`src/rtl/sensor_hub_core_if.sv`:
```
// Bus bundle between the sensor hub core and its UART / DHT11 neighbours.
// The core sits on the master side: it drives the transmit byte/request and
// the per-channel sensor start lines, and samples everything else.
interface sensor_hub_core_if #(
   parameter int N_SENSORS = 4
);
   // UART receiver
   logic [7:0]              i_Rx_Data;
   logic                    i_Rx_Done;
   // UART transmitter
   logic                    i_Tx_Busy;
   logic                    i_Tx_Done;
   logic [7:0]              o_Tx_Data;
   logic                    o_Tx_Start;
   // DHT11 channels, channel k occupies i_Dth_Data[32k+31:32k]
   logic [32*N_SENSORS-1:0] i_Dth_Data;
   logic [N_SENSORS-1:0]    i_Dth_Done;
   logic [N_SENSORS-1:0]    i_Dth_Error;
   logic [N_SENSORS-1:0]    o_Dth_Start;

   modport master (
      input  i_Rx_Data, i_Rx_Done, i_Tx_Busy, i_Tx_Done,
      input  i_Dth_Data, i_Dth_Done, i_Dth_Error,
      output o_Tx_Data, o_Tx_Start, o_Dth_Start
   );

   modport slave (
      output i_Rx_Data, i_Rx_Done, i_Tx_Busy, i_Tx_Done,
      output i_Dth_Data, i_Dth_Done, i_Dth_Error,
      input  o_Tx_Data, o_Tx_Start, o_Dth_Start
   );
endinterface

```
`src/rtl/sensor_hub_core.sv`:
```
// Sensor hub protocol engine: receives a 3-byte request (address, command,
// sensor index) over UART, runs one DHT11 channel read and answers with a
// 1- or 3-byte response. Mismatched addresses are swallowed silently.
module sensor_hub_core #(
   parameter logic [7:0] ADDRESS     = 8'h00,
   parameter int         N_SENSORS   = 4,
   parameter int         RX_TIMEOUT  = 50_000_000,
   parameter int         DTH_TIMEOUT = 100_000_000
) (
   input  logic               i_Clock,
   input  logic               i_Reset,
   sensor_hub_core_if.master  bus,
   output logic [3:0]         debug_state
);

   localparam int IW = (N_SENSORS > 1) ? $clog2(N_SENSORS) : 1;

   localparam logic [31:0] RX_LAST  = 32'(RX_TIMEOUT - 1);
   localparam logic [31:0] DTH_LAST = 32'(DTH_TIMEOUT - 1);

   localparam logic [7:0] CMD_STATUS = 8'h03;
   localparam logic [7:0] CMD_TEMP   = 8'h04;
   localparam logic [7:0] CMD_HUM    = 8'h05;

   localparam logic [7:0] RSP_OK      = 8'h00;
   localparam logic [7:0] RSP_HUM     = 8'h01;
   localparam logic [7:0] RSP_TEMP    = 8'h02;
   localparam logic [7:0] RSP_SNS_ERR = 8'h1F;
   localparam logic [7:0] RSP_BAD_CMD = 8'h2F;
   localparam logic [7:0] RSP_BAD_IDX = 8'h3F;
   localparam logic [7:0] RSP_SNS_TMO = 8'h4F;

   typedef enum logic [3:0] {
      IDLE         = 4'd0,
      RX_CMD       = 4'd1,
      RX_IDX       = 4'd2,
      DISCARD      = 4'd3,
      CHECK        = 4'd4,
      DTH_WAIT     = 4'd5,
      TX_LOAD      = 4'd6,
      TX_WAIT_BUSY = 4'd7,
      TX_WAIT_DONE = 4'd8
   } state_t;

   state_t               state_q;
   logic                 rx_prev_q;
   logic                 tx_prev_q;
   logic [31:0]          rx_cnt_q;
   logic [31:0]          dth_cnt_q;
   logic                 disc_cnt_q;
   logic [7:0]           cmd_q;
   logic [7:0]           idx_q;
   logic [7:0]           code_q;
   logic [7:0]           int_q;
   logic [7:0]           dec_q;
   logic [1:0]           len_q;
   logic [1:0]           byte_cnt_q;
   logic [7:0]           tx_data_q;
   logic                 tx_start_q;
   logic [N_SENSORS-1:0] dth_start_q;

   // Per-channel view of the packed sensor data bus
   logic [31:0] ch_data [N_SENSORS];

   genvar g;
   generate
      for (g = 0; g < N_SENSORS; g++) begin : g_ch
         assign ch_data[g] = bus.i_Dth_Data[32*g +: 32];
      end
   endgenerate

   logic          rx_pulse;
   logic          tx_pulse;
   logic [IW-1:0] idx_sel;
   logic          cmd_ok;
   logic          idx_ok;
   logic          sel_done;
   logic          sel_err;
   logic [31:0]   sel_data;
   logic [7:0]    tx_byte;

   // Both UART strobes are levels; only their rising edges count as events
   assign rx_pulse = bus.i_Rx_Done & ~rx_prev_q;
   assign tx_pulse = bus.i_Tx_Done & ~tx_prev_q;

   // The index is range-checked in CHECK before it is ever used to select a
   // channel, so truncating it to IW bits is safe here.
   assign idx_sel  = idx_q[IW-1:0];
   assign cmd_ok   = (cmd_q == CMD_STATUS) || (cmd_q == CMD_TEMP) || (cmd_q == CMD_HUM);
   assign idx_ok   = (idx_q < 8'(N_SENSORS));
   assign sel_done = bus.i_Dth_Done[idx_sel];
   assign sel_err  = bus.i_Dth_Error[idx_sel];
   assign sel_data = ch_data[idx_sel];

   // Response byte order: code, integral, decimal
   always_comb begin
      tx_byte = code_q;
      case (byte_cnt_q)
         2'd0:    tx_byte = code_q;
         2'd1:    tx_byte = int_q;
         default: tx_byte = dec_q;
      endcase
   end

   // Request/response FSM with registered outputs
   always_ff @(posedge i_Clock) begin
      if (i_Reset) begin
         state_q     <= IDLE;
         rx_prev_q   <= 1'b0;
         tx_prev_q   <= 1'b0;
         rx_cnt_q    <= '0;
         dth_cnt_q   <= '0;
         disc_cnt_q  <= 1'b0;
         cmd_q       <= '0;
         idx_q       <= '0;
         code_q      <= '0;
         int_q       <= '0;
         dec_q       <= '0;
         len_q       <= '0;
         byte_cnt_q  <= '0;
         tx_data_q   <= '0;
         tx_start_q  <= 1'b0;
         dth_start_q <= '0;
      end else begin
         rx_prev_q <= bus.i_Rx_Done;
         tx_prev_q <= bus.i_Tx_Done;

         case (state_q)
            IDLE: begin
               if (rx_pulse) begin
                  rx_cnt_q <= '0;
                  if (bus.i_Rx_Data == ADDRESS) begin
                     state_q <= RX_CMD;
                  end else begin
                     disc_cnt_q <= 1'b0;
                     state_q    <= DISCARD;
                  end
               end
            end

            RX_CMD: begin
               if (rx_pulse) begin
                  cmd_q    <= bus.i_Rx_Data;
                  rx_cnt_q <= '0;
                  state_q  <= RX_IDX;
               end else if (rx_cnt_q == RX_LAST) begin
                  state_q <= IDLE;
               end else begin
                  rx_cnt_q <= rx_cnt_q + 32'd1;
               end
            end

            RX_IDX: begin
               if (rx_pulse) begin
                  idx_q    <= bus.i_Rx_Data;
                  rx_cnt_q <= '0;
                  state_q  <= CHECK;
               end else if (rx_cnt_q == RX_LAST) begin
                  state_q <= IDLE;
               end else begin
                  rx_cnt_q <= rx_cnt_q + 32'd1;
               end
            end

            // Frame for another node: swallow command and index bytes
            DISCARD: begin
               if (rx_pulse) begin
                  rx_cnt_q <= '0;
                  if (disc_cnt_q) begin
                     state_q <= IDLE;
                  end else begin
                     disc_cnt_q <= 1'b1;
                  end
               end else if (rx_cnt_q == RX_LAST) begin
                  state_q <= IDLE;
               end else begin
                  rx_cnt_q <= rx_cnt_q + 32'd1;
               end
            end

            // Command is validated before the index; neither error starts a sensor
            CHECK: begin
               byte_cnt_q <= '0;
               dth_cnt_q  <= '0;
               if (!cmd_ok) begin
                  code_q  <= RSP_BAD_CMD;
                  len_q   <= 2'd1;
                  state_q <= TX_LOAD;
               end else if (!idx_ok) begin
                  code_q  <= RSP_BAD_IDX;
                  len_q   <= 2'd1;
                  state_q <= TX_LOAD;
               end else begin
                  dth_start_q <= N_SENSORS'(1) << idx_sel;
                  state_q     <= DTH_WAIT;
               end
            end

            // Error wins over done when both arrive together
            DTH_WAIT: begin
               if (sel_err) begin
                  dth_start_q <= '0;
                  code_q      <= RSP_SNS_ERR;
                  len_q       <= 2'd1;
                  state_q     <= TX_LOAD;
               end else if (sel_done) begin
                  dth_start_q <= '0;
                  state_q     <= TX_LOAD;
                  if (cmd_q == CMD_TEMP) begin
                     code_q <= RSP_TEMP;
                     int_q  <= sel_data[7:0];
                     dec_q  <= sel_data[15:8];
                     len_q  <= 2'd3;
                  end else if (cmd_q == CMD_HUM) begin
                     code_q <= RSP_HUM;
                     int_q  <= sel_data[23:16];
                     dec_q  <= sel_data[31:24];
                     len_q  <= 2'd3;
                  end else begin
                     code_q <= RSP_OK;
                     len_q  <= 2'd1;
                  end
               end else if (dth_cnt_q == DTH_LAST) begin
                  dth_start_q <= '0;
                  code_q      <= RSP_SNS_TMO;
                  len_q       <= 2'd1;
                  state_q     <= TX_LOAD;
               end else begin
                  dth_cnt_q <= dth_cnt_q + 32'd1;
               end
            end

            TX_LOAD: begin
               tx_data_q  <= tx_byte;
               tx_start_q <= 1'b1;
               state_q    <= TX_WAIT_BUSY;
            end

            // Hold the request until the transmitter acknowledges with busy
            TX_WAIT_BUSY: begin
               if (bus.i_Tx_Busy) begin
                  tx_start_q <= 1'b0;
                  state_q    <= TX_WAIT_DONE;
               end
            end

            TX_WAIT_DONE: begin
               if (tx_pulse) begin
                  if (byte_cnt_q + 2'd1 == len_q) begin
                     state_q <= IDLE;
                  end else begin
                     byte_cnt_q <= byte_cnt_q + 2'd1;
                     state_q    <= TX_LOAD;
                  end
               end
            end

            default: state_q <= IDLE;
         endcase
      end
   end

   assign bus.o_Tx_Data   = tx_data_q;
   assign bus.o_Tx_Start  = tx_start_q;
   assign bus.o_Dth_Start = dth_start_q;
   assign debug_state     = state_q;

endmodule

```
`src/flat_wrapper.sv`:
```
// flat-port wrapper written by rule: the top's interface ports become plain ports
module sensor_hub_core_flat 
#(
   parameter logic [7:0] ADDRESS     = 8'h00,
   parameter int         N_SENSORS   = 4,
   parameter int         RX_TIMEOUT  = 50_000_000,
   parameter int         DTH_TIMEOUT = 100_000_000
)
  (i_Clock, i_Reset, debug_state, bus_i_Rx_Data, bus_i_Rx_Done, bus_i_Tx_Busy, bus_i_Tx_Done, bus_i_Dth_Data, bus_i_Dth_Done, bus_i_Dth_Error, bus_o_Tx_Data, bus_o_Tx_Start, bus_o_Dth_Start);
  sensor_hub_core_if #(.N_SENSORS(N_SENSORS)) bus_i ();
  input  logic i_Clock;
  input  logic i_Reset;
  output logic [3:0] debug_state;
  input wire logic [$bits(bus_i.i_Rx_Data)-1:0] bus_i_Rx_Data;
  input wire logic [$bits(bus_i.i_Rx_Done)-1:0] bus_i_Rx_Done;
  input wire logic [$bits(bus_i.i_Tx_Busy)-1:0] bus_i_Tx_Busy;
  input wire logic [$bits(bus_i.i_Tx_Done)-1:0] bus_i_Tx_Done;
  input wire logic [$bits(bus_i.i_Dth_Data)-1:0] bus_i_Dth_Data;
  input wire logic [$bits(bus_i.i_Dth_Done)-1:0] bus_i_Dth_Done;
  input wire logic [$bits(bus_i.i_Dth_Error)-1:0] bus_i_Dth_Error;
  output wire logic [$bits(bus_i.o_Tx_Data)-1:0] bus_o_Tx_Data;
  output wire logic [$bits(bus_i.o_Tx_Start)-1:0] bus_o_Tx_Start;
  output wire logic [$bits(bus_i.o_Dth_Start)-1:0] bus_o_Dth_Start;
  assign bus_i.i_Rx_Data = bus_i_Rx_Data;
  assign bus_i.i_Rx_Done = bus_i_Rx_Done;
  assign bus_i.i_Tx_Busy = bus_i_Tx_Busy;
  assign bus_i.i_Tx_Done = bus_i_Tx_Done;
  assign bus_i.i_Dth_Data = bus_i_Dth_Data;
  assign bus_i.i_Dth_Done = bus_i_Dth_Done;
  assign bus_i.i_Dth_Error = bus_i_Dth_Error;
  assign bus_o_Tx_Data = bus_i.o_Tx_Data;
  assign bus_o_Tx_Start = bus_i.o_Tx_Start;
  assign bus_o_Dth_Start = bus_i.o_Dth_Start;
  sensor_hub_core #(.ADDRESS(ADDRESS), .N_SENSORS(N_SENSORS), .RX_TIMEOUT(RX_TIMEOUT), .DTH_TIMEOUT(DTH_TIMEOUT)) u_core (.i_Clock(i_Clock), .i_Reset(i_Reset), .bus(bus_i), .debug_state(debug_state));
endmodule
```
`config.mk`:
```
export PLATFORM = sky130hd
export DESIGN_NAME = sensor_hub_core_flat
export DESIGN_NICKNAME = d
export VERILOG_FILES = /design/src/rtl/sensor_hub_core_if.sv /design/src/rtl/sensor_hub_core.sv /design/src/flat_wrapper.sv
export SDC_FILE = /design/constraint.sdc
export NUM_CORES = 1
export LEC_CHECK = 0
export BUFFER_PORTS_ARGS = -buffer_cell sky130_fd_sc_hd__buf_2
export CAP_MARGIN = 20
export CORE_MARGIN = 2
export CORE_UTILIZATION = 59
export CTS_CLUSTER_SIZE = 25
export DETAILED_ROUTE_END_ITERATION = 7
export PLACE_DENSITY = 0.85
export SETUP_SLACK_MARGIN = 0.1
export SYNTH_ARGS = -nofsm -noshare
export SYNTH_HDL_FRONTEND = slang
export SYNTH_SLANG_ARGS = --single-unit
```
`constraint.sdc`:
```
create_clock -name i_Clock -period 3.1 [get_ports i_Clock]
set_input_delay 0.155 -clock i_Clock [delete_from_list [all_inputs] [get_ports i_Clock]]
set_output_delay 0.155 -clock i_Clock [all_outputs]
set_load 0.005 [all_outputs]
```
==> metrics.txt <==
Worst path slowest cell=dfxtp_1; Logic pwr share=0.196; Pins Over Slew Limit=0; Leak=3.193 nW; power share of the clock group=0.446; largest net degree at the start of global routing=61; hpwl dp=14.13 mm; Max Fclk=408.3 MHz; post-route setup TNS=0 ns; Post-synth EDFFs=0; Gate Count Post-Synth=792; Detailed Route WL=19.45 mm; remaining global-route overflow=0; sequential group share of total power=0.358; Util after Layout=0.7318; FILL cells=847; CP required=3.40 ns; Clock Sinks=126; sw frac=0.2737; Pwr Total=0.004873 W; Internal=0.003539 W; Peak VDD IR=428.2 µV; RSZ-0062 raised after global routing=no; most common cell after layout, fill and taps aside=buf_2; Layout area overhead=22.41%; Crit Path Class=flop to flop; clk slew on worst S/H paths=0.06 ns; Iter 0 DRT Violations=545; Clk Latency, worst-skew pair=0.42 ns; crit-path max FO=20; worst clock skew=0.006053 ns; Worst-Margin Slew=0.6695 ns; layout cell share with drive strength beyond 1=0.2829; initial antenna violation count=2; global-route wire length before repair=31.26 mm; min-delay worst type=input pin to flop; crit start category=flop; footprint of the multi-input gates=4273 µm²; H-tree Lvls=4; FFs w/ async S/R, synth=0; most frequent cells in the layout=buf_2, dfxtp_1, nor2_1, nand2_1, a21oi_1; crit share post-route=0.7900; vias in the first global route=6585; crit path from=u_core.debug_state[2]$_SDFFE_PP0P_; ANT nets after route=0; sequential fraction of the synthesis area=0.3557; post_cts resized=0; max_cap viols=0; I/O pin count=166; core area=11860 µm²; Avg Cell Area, Syn=8.953 µm²; Initial Utilization=0.5978; Num CTS Buffers=17; chip width=113.6 µm; CTS tree=yes; Die Area=12910 µm²; syn nets=945; worst path cell trace=nor2b_1 -> and2b_1 -> nand2_2 -> buf_4 -> nor4_1 -> xnor2_1 -> nor2_1; clk buf depth=2; DR WL/cell=17.57 µm; root buf cell=clkbuf_16; post-layout min period=2.449 ns; Tot GR Track Use=0.3086; vias per cell=6.094; status=complete, no violations; DIE HEIGHT=113.6 µm; final setup fails=0; worst endpoint data arrival time=2.75 ns; nets=1098; flops & latches, synth=126; final hold vios=0; Worst Setup End Kind=flop; FP Rows=40; Residual DRC=0; Main synth FF type=dfxtp_1; Unique masters post-synth=68; Psw=0.001334 W; Worst path max stage delay=0.59 ns; DRT Pass-1 Iters=5; vias=6746; RePlAce Congestion=0.9171; post-synthesis instance area=7091 µm²; Rel. slew slack=0.5522; reg2reg start=u_core.debug_state[2]$_SDFFE_PP0P_; Buffers on Ports=165; yosys warns=0; Cell Pwr Density=561.5 nW/µm²; total area of sequential cells=2524 µm²; HP Start=bus_i_Rx_Data[3]
through the flow:
| step | setup slack, ns | std cells | area [µm²] | hold WS, ns |
|---|---|---|---|---|
| 2_1_floorplan | 0.9678 | 792 | 7091 | 0.2832 |
| 3_3_place_gp | 0.7992 | 1067 | 7975 | 0.3854 |
| 3_5_place_dp | 0.7100 | 1067 | 7975 | 0.3972 |
| 4_1_cts | 0.6687 | 1105 | 8675 | 0.0003642 |
| 5_1_grt | 0.3716 | 1107 | 8680 | 0.01339 |
| 6_report | 0.6511 | 1107 | 8680 | 0.01764 |
final cells by class:
class	instances	area share
repair buffers	189	0.1176
clock inverters	11	0.02177
well taps	147	0.02119
inverters	9	0.003892
flip-flops and latches	126	0.2908
clock buffers	21	0.05190
diodes	2	0.0005766
multi-input cells	602	0.4923
sequential cells by signal, summed over array words and instances, names as in the netlist:
register / cells
u_core.bus.o_Dth_Start: 4
u_core.bus.o_Tx_Data: 8
u_core.bus.o_Tx_Start: 1
u_core.byte_cnt_q: 2
u_core.cmd_q: 8
u_core.code_q: 6
u_core.debug_state: 4
u_core.dec_q: 8
u_core.disc_cnt_q: 1
u_core.dth_cnt_q: 32
u_core.idx_q: 8
u_core.int_q: 8
u_core.len_q: 2
u_core.rx_cnt_q: 32
u_core.rx_prev_q: 1
u_core.tx_prev_q: 1
logic make-up (layout without fill, tap and decap cells):
family,Yosys count,after routing,share of synthesized area
AND/OR/NAND/NOR,365,365,0.2716
AO/OA/AOI/OAI,129,129,0.1244
flip-flops,126,126,0.3557
buffers and inverters,64,230,0.04253
multiplexers,57,57,0.1406
XOR/XNOR,47,47,0.05805
adder cells (fa/ha/maj),4,4,0.007059
other,0,2,0
layer usage:
layer | GRT usage | routed length, µm | up-vias
met3 | 0.05685 | 1161 | 63
met1 | 0.3570 | 7578 | 3163
li1 | - | - | 3229
met5 | 0 | 0 | -
met2 | 0.5301 | 9726 | 291
met4 | 0.1919 | 982 | 0
final timing paths:
kind                                  endpoint  slack (ns)  cells after the start
max          u_core.dth_cnt_q[28]$_SDFFE_PP0P_        0.65                      7
min               u_core.cmd_q[3]$_SDFFE_PP0P_        0.02                      3
max reg2reg  u_core.dth_cnt_q[28]$_SDFFE_PP0P_        0.65                      7
min reg2reg       u_core.cmd_q[7]$_SDFFE_PP0P_        0.45                      2
what timing repair did:
item	in CTS	in global routing
hold buffers	6	0
hold endpoints to repair	7	0
setup buffers	0	0
cells in the mapped netlist, drive strengths merged (3+ instances only):
master / n / area [µm²]
dfxtp: 126 / 2522
nor2: 102 / 382.9
a41o: 3 / 30.03
a21oi: 46 / 230.2
inv: 9 / 33.78
buf: 25 / 152.6
nor2b: 6 / 37.54
xor2: 17 / 148.9
and3: 17 / 106.4
ha: 4 / 50.05
nand4: 25 / 171.4
or4: 5 / 37.54
clkbuf: 30 / 115.1
or3: 10 / 67.56
nand3b: 4 / 30.03
and2: 10 / 65.06
nand2b: 9 / 56.30
nor3b: 4 / 35.03
mux4: 34 / 765.7
a211oi: 24 / 192.7
mux2i: 22 / 220.2
xnor2: 30 / 262.8
o21ai: 19 / 110.1
nor3: 26 / 152.7
nor4b: 4 / 41.29
a31o: 5 / 43.79
and4: 5 / 43.79
a22oi: 5 / 37.54
nor4: 22 / 175.2
nand2: 70 / 267.8
nand3: 40 / 200.2
a311oi: 7 / 61.31
o31ai: 3 / 27.52
a31oi: 6 / 52.55
worst max-delay path, delay by kind of cell, from the launching register on:
family                    cells  cell delay (ns)
buffers and inverters         1             0.24
DFF                           1             0.59
and+or+nand+nor               5             1.32
xor gates and xnor gates      1             0.17
power by group through the flow:
| stage | Clock (W) | Sequential (W) | Combinational [W] |
|---|---|---|---|
| 5_1_grt | 0.00226 | 0.00175 | 0.00104 |
| 4_1_cts | 0.00218 | 0.00174 | 0.000945 |
| 2_1_floorplan | 0 | 0.00174 | 0.000674 |
| 3_3_place_gp | 0 | 0.00177 | 0.000921 |
| 3_5_place_dp | 0 | 0.00177 | 0.000932 |
| 6_report | 0.00217 | 0.00174 | 0.000957 |
No activity file was read; power rests on OpenSTA's default activity.
